**src/rtl/branch_update_queue.sv**
```systemverilog
// In-order branch tracker between dispatch and the global-history predictor.
// Entries are allocated in program order, resolved out of order, and retired from the head.
module branch_update_queue #(
  parameter int DEPTH = 8,
  parameter int TAG_W = 3,
  parameter int IDX_W = 5
) (
  input  logic             clock,
  input  logic             reset,
  input  logic             alloc_valid,
  input  logic [IDX_W-1:0] alloc_pht_index,
  input  logic             alloc_prediction,
  output logic             alloc_ready,
  output logic [TAG_W-1:0] alloc_tag,
  input  logic             resolve_valid,
  input  logic [TAG_W-1:0] resolve_tag,
  input  logic             resolve_taken,
  output logic             update_valid,
  output logic [IDX_W-1:0] update_pht_index,
  output logic             update_result,
  output logic             mispredict,
  output logic [TAG_W:0]   count
);

  logic [DEPTH-1:0] valid_q;
  logic [DEPTH-1:0] resolved_q;
  logic [DEPTH-1:0] taken_q;
  logic [DEPTH-1:0] pred_q;
  logic [IDX_W-1:0] pht_q [DEPTH];
  logic [TAG_W-1:0] head;
  logic [TAG_W-1:0] tail;
  logic [TAG_W:0]   count_q;
  logic             alloc_fire;
  logic             resolve_ok;

  // Retirement view is purely registered state, so a resolve is seen one cycle later.
  always_comb begin
    update_valid     = valid_q[head] && resolved_q[head];
    update_pht_index = update_valid ? pht_q[head] : '0;
    update_result    = update_valid ? taken_q[head] : 1'b0;
    mispredict       = update_valid && (taken_q[head] != pred_q[head]);
    alloc_ready      = (count_q != (TAG_W+1)'(DEPTH)) && !mispredict;
    alloc_tag        = tail;
    count            = count_q;
    alloc_fire       = alloc_valid && alloc_ready;
    resolve_ok       = resolve_valid && valid_q[resolve_tag] && !resolved_q[resolve_tag];
  end

  always_ff @(posedge clock) begin
    if (reset) begin
      valid_q    <= '0;
      resolved_q <= '0;
      head       <= '0;
      tail       <= '0;
      count_q    <= '0;
    end else if (mispredict) begin
      // Everything younger than the mispredicted head is on the wrong path.
      valid_q    <= '0;
      resolved_q <= '0;
      head       <= '0;
      tail       <= '0;
      count_q    <= '0;
    end else begin
      if (resolve_ok) begin
        resolved_q[resolve_tag] <= 1'b1;
        taken_q[resolve_tag]    <= resolve_taken;
      end
      if (update_valid) begin
        valid_q[head]    <= 1'b0;
        resolved_q[head] <= 1'b0;
        head             <= head + TAG_W'(1);
      end
      if (alloc_fire) begin
        valid_q[tail]    <= 1'b1;
        resolved_q[tail] <= 1'b0;
        pred_q[tail]     <= alloc_prediction;
        pht_q[tail]      <= alloc_pht_index;
        tail             <= tail + TAG_W'(1);
      end
      if (alloc_fire && !update_valid)
        count_q <= count_q + (TAG_W+1)'(1);
      else if (!alloc_fire && update_valid)
        count_q <= count_q - (TAG_W+1)'(1);
    end
  end

endmodule

```
**config.mk**
```make
export PLATFORM = sky130hd
export DESIGN_NAME = branch_update_queue
export DESIGN_NICKNAME = d
export VERILOG_FILES = /design/src/rtl/branch_update_queue.sv
export SDC_FILE = /design/constraint.sdc
export NUM_CORES = 1
export LEC_CHECK = 0
export BUFFER_PORTS_ARGS = -buffer_cell sky130_fd_sc_hd__buf_2
export CORE_MARGIN = 3
export CORE_UTILIZATION = 25
export CTS_CLUSTER_SIZE = 16
export DETAILED_ROUTE_END_ITERATION = 7
export GPL_TIMING_DRIVEN = 0
export HOLD_SLACK_MARGIN = 0.06
export SYNTH_ARGS = -nofsm -noshare
export SYNTH_HDL_FRONTEND = slang
export SYNTH_SLANG_ARGS = --single-unit
```
**constraint.sdc**
```tcl
create_clock -name clock -period 8.6 [get_ports clock]
set_input_delay 1.72 -clock clock [delete_from_list [all_inputs] [get_ports clock]]
set_output_delay 1.72 -clock clock [all_outputs]
set_load 0.02 [all_outputs]
```
==> impl_metrics.yaml <==
logic_synthesis:
  synth.distinct_cells: 54
  synth.yosys.seq_area_share: 0.548
  ys_warn_count: 0
  syn_area_um2: 4130
  syn_area_per_cell_um2: 12.6
  async_flop_share: 0
  syn-num-nets: 348
  synth_edf_count: 56
  synthFlopType: "edfxtp_1"
  synth-seq-cells: 85
  synthCells: 328
route:
  num_vias: 2770
  wl_per_cell_um: 16.5
  ant_nets: 0
  drtIter0Drc: 192
  drc: 0
  finalWirelength_mm: 9.70
  firstDrtPassIters: 4
  viasPerCell: 4.70
place:
  hpwl_mm: 7.22
  port_buffers: 29
  dpl_cell_area_um2: 4550
  place_congestion: 0.851
cts:
  cts_inserted_buffers: 9
  cts_tree: "yes"
  cts_hold_buffers: 0
  clkSinkCount: 85
  ctsResizeCount: 0
  htree_levels: 3
  insertion_delay_ns: 0.34
  clk_path_buf_depth: 2
  clk_pin_slew_ns: 0.07
  cts_root_buffer: "clkbuf_16"
  post_cts_buffers: 0
timing:
  fin_crit_sh: 0.509
  setup_violations: 0
  hold_viol: 0
  relSlewSlack: 0.219
  finalClockSkew_ns: 0.0128
  fmax_mhz: 228
  rsz0062_at_grt: "no"
  setup-tns-final_ns: 0
  final_max_slew_viol_count: 0
  post-route-min-period_ns: 4.38
  tightest_slew_ns: 1.15
worst_hold_path:
  hold-path-cell-count: 2
  hold_end: "valid_q[6]"
  worstHoldStart: "valid_q[6]"
  min_path_type: "reg2reg"
power_and_ir_drop:
  ir_drop_uv: 97.9
  leakage_uw: 0.00167
  p_per_area_nw_per_um2: 233
grt:
  antenna_found_initial: 0
  use_met3: 0.0179
  grt-ovfl-total: 0
  grt_max_degree: 18
  grt_pass1_vias: 2873
  track_usage: 0.112
  grt_pass1_wl_mm: 15.8
  use_met2: 0.182
  grt_util_met1: 0.151
  grt.busiest_layer: "met2"
worst_setup_path:
  r2r_end: "count[3]"
  cpMostUsedCell: "buf_2"
  worstRegToRegCells: 16
  max_stage_delay_ns: 0.51
  r2r_slack_ns: 4.97
  worst_r2r_startpoint: "head[1]"
  crit_required_ns: 6.88
  critPathArrivalTime_ns: 2.66
  worst_setup_path_end_kind: "output pin"
  crit_chain: "buf_4 > clkbuf_1 > nand4b_1 > nand2_1 > o31ai_4 > nand2b_1 > buf_2 > and2_1 > buf_2"
  critPathBufInv: 4
  crit_type: "reg2out"
  cpMaxStageDelayCell: "o31ai_4"
  critPathTopFamily: "buffers and inverters"
  start_kind: "flip-flop"
  crit_path_max_fanout: 10
final_layout:
  finish.utilization: 0.304
  layout.nets: 388
  fillers: 1669
  n_antenna_cell: 0
  design_area_um2: 4870
  final_common_cell: "edfxtp_1"
  area_delta_synth_final_pct: 17.8
  drive_gt1_frac: 0.231
  mostFrequentLayoutCells: "edfxtp_1 (56), nor2_1 (38), buf_2 (31)"
floorplan:
  die_area_um2: 18100
  fp-row-count: 46
  dieWidth_um: 135
  die_h_um: 135
  start_util: 0.258
  core-area_um2: 16000
  io_pins: 30
outcome:
  status: "completed"
run:
  cap_violations: 0
[cell type report]
| type | instances | area (µm²) | share of cell area |
|---|---|---|---|
| clock buffers | 9 | 225 | 0.0463 |
| flip-flops and latches | 85 | 2260 | 0.465 |
| well taps | 216 | 270 | 0.0555 |
| multi-input cells | 214 | 1710 | 0.350 |
| plain buffers | 20 | 130 | 0.0267 |
| inverters | 9 | 33.8 | 0.00694 |
| repair buffers | 29 | 145 | 0.0298 |
| clock inverters | 7 | 93.8 | 0.0193 |
[power by group]
part | total, µW | switching [µW] | internal [µW] | leakage [µW]
clock network | 404 | 171 | 233 | 0.000153
registers | 506 | 30.7 | 475 | 0.000742
logic | 224 | 136 | 88.0 | 0.000777
[Yosys cell counts (all sizes together), types with 3 or more instances]
cell type / instances / area, µm²
o21ai: 12 / 60.1
nor4: 3 / 25.0
nor3: 14 / 70.1
edfxtp: 56 / 1680
nand2: 16 / 60.1
o22ai: 3 / 25.0
xnor2: 3 / 26.3
ha: 5 / 62.6
nand2b: 6 / 37.5
nor2: 38 / 143
buf: 14 / 108
inv: 9 / 33.8
dfxtp: 29 / 581
mux4: 19 / 428
clkbuf: 6 / 22.5
a21o: 3 / 22.5
xor2: 11 / 96.3
a211oi: 3 / 35.0
nand3: 9 / 45.0
mux2i: 12 / 120
nor2b: 4 / 25.0
a21oi: 15 / 75.1
mux2: 4 / 45.0
and2b: 3 / 22.5
[metal layers]
layer,wire (µm),vias up
met4,130,0
li1,-,1314
met3,289,8
met1,4480,1387
met5,0,-
met2,4800,61
[worst min-delay path, stage by stage, from the launching register on]
cell and delay (ns):
dfxtp_1 0.34, nand2_1 0.06, a21oi_1 0.06
[per-stage QoR]
step	hold WS, ns	setup WS, ns	std cells	total power [µW]
floorplan	0.453	5.03	328	667
global placement	0.489	4.60	573	728
detailed placement	0.491	4.60	573	738
CTS	0.500	4.24	589	1140
global route	0.526	4.08	589	1190
finish	0.504	4.22	589	1130
[how the worst max path moves through the flow]
stage               cells past startpoint  slack (ns)          end    start
floorplan                               7        5.03  alloc_ready  head[2]
global placement                        9        4.60  alloc_ready  head[1]
detailed placement                      9        4.60  alloc_ready  head[1]
CTS                                     9        4.24  alloc_ready  head[1]
global route                            9        4.08  alloc_ready  head[1]
finish                                  9        4.22  alloc_ready  head[1]
[sequential cells by signal, indices dropped and copies added (netlist names), named ones only]
name and cells:
taken_q 8, valid_q 8, count 4, pred_q 8, alloc_tag 3, resolved_q 8, head 3, pht_q 40
[cells by family after synthesis]
group,share of synthesized area
AND/OR/NAND/NOR,0.126
flip-flops,0.548
AO/OA/AOI/OAI,0.0936
multiplexers,0.144
buffers and inverters,0.0397
XOR/XNOR,0.0297
adder cells (fa/ha/maj),0.0200
No activity file was read; power rests on OpenSTA's default activity.
